### src/rtl/clk_ctrl_pkg.sv
// rtl/clk_ctrl_pkg.sv - shared types and timing constants for the clock-switch sequencer
package clk_ctrl_pkg;

  typedef enum logic [2:0] {
    ST_IDLE      = 3'd0,
    ST_GATE      = 3'd1,
    ST_SETTLE    = 3'd2,
    ST_RESTORE   = 3'd3,
    ST_RST_PULSE = 3'd4,
    ST_RST_WAIT  = 3'd5
  } state_t;

  typedef enum logic [1:0] {
    ERR_NONE     = 2'd0,
    ERR_BAD_DIV  = 2'd1,
    ERR_PLL_LOSS = 2'd2,
    ERR_TIMEOUT  = 2'd3
  } err_code_t;

  localparam int unsigned GATE_WAIT     = 4;
  localparam int unsigned SETTLE_CYC    = 8;
  localparam int unsigned RST_PULSE_CYC = 16;
  localparam int unsigned RST_TIMEOUT   = 1024;

  localparam int CNT_W = 10;

  // Value loaded on state entry so the state lasts exactly 'cycles' clocks.
  function automatic logic [CNT_W-1:0] cnt_load(input int unsigned cycles);
    return CNT_W'(cycles - 1);
  endfunction

endpackage

### src/rtl/clk_ctrl_sequencer.sv
// rtl/clk_ctrl_sequencer.sv - gate / divider-switch / soft-reset sequencer for the CPU clock
module clk_ctrl_sequencer
  import clk_ctrl_pkg::*;
(
  input  logic       clk_ref,
  input  logic       por_n,
  input  logic       req_valid,
  output logic       req_ready,
  input  logic [2:0] req_div_sel,
  input  logic       req_gate,
  input  logic       req_swrst,
  output logic       clk_gate_en,
  output logic [2:0] clk_div_sel,
  output logic       rst_ext_n,
  input  logic       pll_locked,
  input  logic       rst_done,
  output logic       busy,
  output logic       done,
  output logic       err,
  output logic [1:0] err_code
);

  state_t           state, state_nxt;
  logic [CNT_W-1:0] counter, counter_nxt;
  logic             gate_nxt, done_nxt, err_nxt;
  logic [2:0]       div_nxt;
  err_code_t        code_q, code_nxt;

  logic [1:0] lat_div, lat_div_nxt;
  logic       lat_gate, lat_gate_nxt;
  logic       lat_swrst, lat_swrst_nxt;
  logic       lat_gate_prev, lat_gate_prev_nxt;

  assign req_ready = (state == ST_IDLE);
  assign busy      = (state != ST_IDLE);
  // Derived from the state register so reset releases the external reset at once.
  assign rst_ext_n = (state != ST_RST_PULSE);
  assign err_code  = code_q;

  always_ff @(posedge clk_ref or negedge por_n) begin
    if (!por_n) begin
      state         <= ST_IDLE;
      counter       <= '0;
      clk_gate_en   <= 1'b0;
      clk_div_sel   <= 3'd0;
      done          <= 1'b0;
      err           <= 1'b0;
      code_q        <= ERR_NONE;
      lat_div       <= 2'd0;
      lat_gate      <= 1'b0;
      lat_swrst     <= 1'b0;
      lat_gate_prev <= 1'b0;
    end else begin
      state         <= state_nxt;
      counter       <= counter_nxt;
      clk_gate_en   <= gate_nxt;
      clk_div_sel   <= div_nxt;
      done          <= done_nxt;
      err           <= err_nxt;
      code_q        <= code_nxt;
      lat_div       <= lat_div_nxt;
      lat_gate      <= lat_gate_nxt;
      lat_swrst     <= lat_swrst_nxt;
      lat_gate_prev <= lat_gate_prev_nxt;
    end
  end

  always_comb begin
    state_nxt         = state;
    counter_nxt       = counter;
    gate_nxt          = clk_gate_en;
    div_nxt           = clk_div_sel;
    done_nxt          = 1'b0;
    err_nxt           = err;
    code_nxt          = code_q;
    lat_div_nxt       = lat_div;
    lat_gate_nxt      = lat_gate;
    lat_swrst_nxt     = lat_swrst;
    lat_gate_prev_nxt = lat_gate_prev;

    case (state)
      ST_IDLE: begin
        if (req_valid) begin
          err_nxt           = 1'b0;
          code_nxt          = ERR_NONE;
          lat_div_nxt       = req_div_sel[1:0];
          lat_gate_nxt      = req_gate;
          lat_swrst_nxt     = req_swrst;
          lat_gate_prev_nxt = clk_gate_en;
          if (req_div_sel > 3'd3) begin
            err_nxt  = 1'b1;
            code_nxt = ERR_BAD_DIV;
          end else if ((req_div_sel == clk_div_sel) && !req_swrst) begin
            // Divider already in place: only the gate changes, no stop needed.
            gate_nxt = req_gate;
            done_nxt = 1'b1;
          end else begin
            state_nxt   = ST_GATE;
            gate_nxt    = 1'b1;
            counter_nxt = cnt_load(GATE_WAIT);
          end
        end
      end

      ST_GATE, ST_SETTLE: begin
        if (!pll_locked) begin
          state_nxt   = ST_IDLE;
          counter_nxt = '0;
          gate_nxt    = lat_gate_prev;
          err_nxt     = 1'b1;
          code_nxt    = ERR_PLL_LOSS;
        end else if (counter != '0) begin
          counter_nxt = counter - CNT_W'(1);
        end else if (state == ST_GATE) begin
          state_nxt   = ST_SETTLE;
          div_nxt     = {1'b0, lat_div};
          counter_nxt = cnt_load(SETTLE_CYC);
        end else begin
          state_nxt = ST_RESTORE;
        end
      end

      ST_RESTORE: begin
        gate_nxt = lat_gate;
        if (lat_swrst) begin
          state_nxt   = ST_RST_PULSE;
          counter_nxt = cnt_load(RST_PULSE_CYC);
        end else begin
          state_nxt = ST_IDLE;
          done_nxt  = 1'b1;
        end
      end

      ST_RST_PULSE: begin
        if (counter != '0) begin
          counter_nxt = counter - CNT_W'(1);
        end else begin
          state_nxt   = ST_RST_WAIT;
          counter_nxt = cnt_load(RST_TIMEOUT);
        end
      end

      ST_RST_WAIT: begin
        // A completion on the final allowed cycle still counts as success.
        if (rst_done) begin
          state_nxt   = ST_IDLE;
          counter_nxt = '0;
          done_nxt    = 1'b1;
        end else if (counter == '0) begin
          state_nxt = ST_IDLE;
          err_nxt   = 1'b1;
          code_nxt  = ERR_TIMEOUT;
        end else begin
          counter_nxt = counter - CNT_W'(1);
        end
      end

      default: begin
        state_nxt   = ST_IDLE;
        counter_nxt = '0;
      end
    endcase
  end

endmodule

### config.mk
export PLATFORM = sky130hd
export DESIGN_NAME = clk_ctrl_sequencer
export DESIGN_NICKNAME = d
export VERILOG_FILES = /design/src/rtl/clk_ctrl_pkg.sv /design/src/rtl/clk_ctrl_sequencer.sv
export SDC_FILE = /design/constraint.sdc
export NUM_CORES = 1
export LEC_CHECK = 0
export CAP_MARGIN = 25
export CORE_ASPECT_RATIO = 1.2
export CORE_MARGIN = 4
export CORE_UTILIZATION = 35
export CTS_CLUSTER_DIAMETER = 100
export DETAILED_ROUTE_END_ITERATION = 16
export GPL_ROUTABILITY_DRIVEN = 0
export GPL_TIMING_DRIVEN = 0
export PLACE_DENSITY = 0.68
export SLEW_MARGIN = 10
export SYNTH_ARGS = -nofsm -noshare
export SYNTH_HDL_FRONTEND = slang
export SYNTH_SLANG_ARGS = --single-unit
### constraint.sdc
create_clock -name clk_ref -period 2.03 [get_ports clk_ref]
set_clock_uncertainty 0.15 [all_clocks]
set_input_delay 0.203 -clock clk_ref [delete_from_list [all_inputs] [get_ports clk_ref]]
set_output_delay 0.203 -clock clk_ref [all_outputs]
set_load 0.01 [all_outputs]
==> run_summary.xml <==
<?xml version="1.0" encoding="UTF-8"?>
<metrics>
  <group name="status">
    <metric name="run_status" unit="">complete, but fails checks</metric>
    <metric name="violations" unit="">setup timing</metric>
  </group>
  <group name="worst_setup_path">
    <metric name="crit_arrival" unit="ps">2180</metric>
    <metric name="worstPathMaxFanout" unit="">6</metric>
    <metric name="timing.critical_path.to_type" unit="">register</metric>
    <metric name="crit_path_max_incr_delay" unit="ps">430</metric>
    <metric name="cp_cell_sequence" unit="">buf_6, and4bb_2, nor4_4, buf_4, a21oi_4, or3b_4, o41ai_4</metric>
    <metric name="worst_path_max_delay_cell" unit="">sky130_fd_sc_hd__or3b_4</metric>
    <metric name="top_cell_family_by_delay_on_the_critical_path" unit="">simple AND/OR/NAND/NOR gates</metric>
    <metric name="critPathLaunchType" unit="">register</metric>
    <metric name="cp_data_required_time" unit="ps">2060</metric>
    <metric name="critical_path_class" unit="">reg -&gt; reg</metric>
    <metric name="timing.critical_path.buf_inv" unit="">2</metric>
  </group>
  <group name="timing">
    <metric name="timing_max_transition_violations_final" unit="">0</metric>
    <metric name="setup_viol_count_final" unit="">10</metric>
    <metric name="totalNegativeSetupSlack" unit="ps">-499.9</metric>
    <metric name="max_freq" unit="MHz">463.3</metric>
    <metric name="finalHoldViolCount" unit="">0</metric>
    <metric name="postLayoutSetupSlackWorst" unit="ps">-128.5</metric>
    <metric name="unrepaired_setup_endpoints_after_global_routing" unit="">true</metric>
    <metric name="timing.slew.headroom" unit="%">56.62</metric>
    <metric name="final.period_utilization" unit="%">106.3</metric>
    <metric name="timing_worst_slew_pin_value" unit="ps">648.7</metric>
    <metric name="layout_min_cycle_time" unit="ps">2159</metric>
    <metric name="whs" unit="ps">167.3</metric>
  </group>
  <group name="floorplan">
    <metric name="fp.dieH" unit="µm">82.59</metric>
    <metric name="row_count" unit="">26</metric>
    <metric name="fp.dieW" unit="µm">70.16</metric>
    <metric name="initial_core_util" unit="%">37.23</metric>
    <metric name="coreArea" unit="µm²">4359</metric>
    <metric name="floorplan.io_pins" unit="">21</metric>
    <metric name="fp.dieArea" unit="µm²">5795</metric>
  </group>
  <group name="cts">
    <metric name="clock_insertion_delay_worst_skew" unit="ps">280</metric>
    <metric name="path_clk_slew" unit="ps">90</metric>
    <metric name="htree_num_levels" unit="">1</metric>
    <metric name="cts_root_buf" unit="">sky130_fd_sc_hd__clkbuf_8</metric>
    <metric name="total_cts_buffers" unit="">3</metric>
    <metric name="cts_tree" unit="">done</metric>
    <metric name="cts.sinks" unit="">25</metric>
    <metric name="ctsLongestPathBuffers" unit="">2</metric>
  </group>
  <group name="finish">
    <metric name="relative_area_change_from_synthesis_to_final_layout" unit="%">44.80</metric>
    <metric name="finish.net_count" unit="">231</metric>
    <metric name="final_cell_mix" unit="">sky130_fd_sc_hd__buf_4, sky130_fd_sc_hd__dfrtp_1, sky130_fd_sc_hd__clkdlybuf4s50_1</metric>
    <metric name="antenna_cells_inserted" unit="">0</metric>
    <metric name="finish.utilization" unit="%">53.90</metric>
    <metric name="drive_gt1_share" unit="%">42.92</metric>
    <metric name="layout_commonest_cell" unit="">sky130_fd_sc_hd__buf_4</metric>
  </group>
  <group name="route">
    <metric name="drt_pass_1_iters" unit="">4</metric>
    <metric name="initialDrtViolationCount" unit="">129</metric>
    <metric name="route.antenna.remaining_nets" unit="">0</metric>
    <metric name="wl" unit="mm">4.642</metric>
    <metric name="vias_per_cell" unit="">5.644</metric>
    <metric name="post_drt_wl_per_cell" unit="µm">16.88</metric>
    <metric name="drcViolationCount" unit="">0</metric>
    <metric name="detailroute.via_count" unit="">1552</metric>
  </group>
  <group name="power">
    <metric name="cellLeakagePower" unit="nW">0.9449</metric>
    <metric name="power_report.internal_total" unit="W">0.002720</metric>
    <metric name="ir_drop" unit="V">0.0006098</metric>
    <metric name="powerDensity" unit="nW/µm²">2055</metric>
    <metric name="p_switching" unit="W">0.002109</metric>
    <metric name="p_total" unit="W">0.004830</metric>
    <metric name="clock_power_share" unit="%">6.4</metric>
    <metric name="power_frac_comb" unit="%">72.2</metric>
    <metric name="sw_ratio" unit="%">43.68</metric>
    <metric name="p_seq_share" unit="%">21.4</metric>
  </group>
  <group name="grt">
    <metric name="first_pass_grt_wire_length" unit="mm">7.003</metric>
    <metric name="global_route.usage.total" unit="%">14.97</metric>
    <metric name="grt_max_degree" unit="">15</metric>
    <metric name="globalRoute.totalOverflow" unit="">0</metric>
    <metric name="antenna_found_initial" unit="">0</metric>
    <metric name="grt_pass1_vias" unit="">1515</metric>
  </group>
  <group name="worst_hold_path">
    <metric name="hold_path_class" unit="">in -&gt; async</metric>
  </group>
  <group name="logic_synthesis">
    <metric name="synth_seq_cells" unit="">25</metric>
    <metric name="mappedNetlistNets" unit="">181</metric>
    <metric name="syn-instance-count" unit="">170</metric>
    <metric name="prevailing_post_synth_register_cell" unit="">sky130_fd_sc_hd__dfrtp_1</metric>
    <metric name="yosysWarningCount" unit="">0</metric>
    <metric name="synth.cell_area" unit="µm²">1623</metric>
    <metric name="syn_area_cell" unit="µm²">9.546</metric>
    <metric name="yosys.cell_types.count" unit="">56</metric>
    <metric name="synth_edf_count" unit="">0</metric>
    <metric name="postSynth.asyncResetShare" unit="%">100.0</metric>
    <metric name="synth_sequential_area_ratio" unit="%">38.55</metric>
  </group>
  <group name="placed_design">
    <metric name="dp_hpwl" unit="mm">2.944</metric>
    <metric name="port-buffer-count" unit="">19</metric>
  </group>
  <group name="job">
    <metric name="timing.max_cap.violations" unit="">0</metric>
  </group>
</metrics>
-- cell usage after synthesis (all sizes together) (2+ instances only) --
| cell type | n | area share (%) |
|---|---|---|
| a21oi | 12 | 4.4 |
| inv | 13 | 3.0 |
| nand2b | 6 | 2.3 |
| o22ai | 6 | 2.3 |
| and4bb | 2 | 1.8 |
| or3b | 2 | 1.1 |
| nand2 | 13 | 3.0 |
| nand3 | 4 | 1.2 |
| a31oi | 4 | 1.5 |
| nor2b | 2 | 0.77 |
| clkbuf | 3 | 0.69 |
| buf | 5 | 2.4 |
| dfrtp | 25 | 39 |
| or4 | 2 | 0.92 |
| mux2 | 12 | 8.3 |
| nor3b | 4 | 2.9 |
| or3 | 2 | 0.77 |
| a22oi | 2 | 0.92 |
| xor2 | 2 | 1.1 |
| nor2 | 13 | 3.3 |
| o221ai | 2 | 1.5 |
| nor4 | 3 | 2.5 |
| o21ai | 10 | 3.1 |
-- path summary, 6_finish.rpt --
check,from,endpoint,slack (ps),depth (start not counted)
max,state[1],counter[8],-130,7
min,por_n,counter[4],170,1
max reg2reg,state[1],counter[8],-130,7
min reg2reg,err_code[1],err_code[1],350,1
max in group asynchronous,por_n,counter[6],1040,2
min in group clk_ref,err_code[1],err_code[1],350,1
-- sequential cells by signal, summed over array words and instances (netlist names) --
signal / cells
clk_div_sel: 2
clk_gate_en: 1
counter: 10
done: 1
err: 1
err_code: 2
lat_div: 2
lat_gate: 1
lat_gate_prev: 1
lat_swrst: 1
state: 3
-- final cells by class --
type,instances,area [µm²]
timing repair buffer,46,419.2
fill,393,2009
inverter,13,48.80
clock buffer,3,41.29
clock inverter,1,5.005
buffer,7,53.80
sequential,25,633.1
multi-input combinational,124,1079
tap,56,70.07
-- worst register-to-register path: stages (launching register included) --
cell and delay (ps):
sky130_fd_sc_hd__dfrtp_1 380, sky130_fd_sc_hd__buf_6 130, sky130_fd_sc_hd__and4bb_2 360, sky130_fd_sc_hd__nor4_4 70, sky130_fd_sc_hd__buf_4 160, sky130_fd_sc_hd__a21oi_4 170
sky130_fd_sc_hd__or3b_4 430, sky130_fd_sc_hd__o41ai_4 210
-- per-stage QoR --
| stage | area [µm²] | std cells | setup WS [ps] |
|---|---|---|---|
| finish | 2350 | 275 | -128.5 |
| global placement | 1898 | 245 | -491.0 |
| CTS | 2178 | 265 | -94.25 |
| floorplan | 1638 | 170 | -52.07 |
| global route | 2350 | 275 | -204.2 |
| detailed placement | 1913 | 246 | -513.3 |
-- kinds of logic after synthesis --
family	Yosys count	synth area share, %
multiplexers	12	8.327
AO/OA/AOI/OAI	50	22.13
AND/OR/NAND/NOR	58	22.82
adder cells (fa/ha/maj)	1	0.7709
XOR/XNOR	2	1.080
buffers and inverters	21	6.091
other	1	0.2311
flip-flops	25	38.55
-- timing repair --
action,in CTS,in global routing
gates resized for setup,31,31
pin swaps,9,20
gates cloned,1,0
setup endpoints to repair,15,16
hold buffers,0,0
buffers inserted,15,11
-- metal layers --
layer / vias to the layer above / track usage, % / wire [µm]
met4: 0 / 6.513 / 112
met3: 12 / 1.574 / 155
met2: 55 / 27.32 / 2451
li1: 724 / - / -
met1: 761 / 17.98 / 1923
met5: - / 0 / 0
-- power by group through the flow --
stage	registers, W	clock network, W	logic (W)
after global routing	0.00107	0.000338	0.00375
after detailed placement	0.000965	0	0.00234
after global placement	0.000955	0	0.00228
after CTS	0.000986	0.000318	0.00296
final	0.00103	0.000310	0.00349
after floorplan	0.000947	0	0.00170
Power figures use the tool's default switching activity.
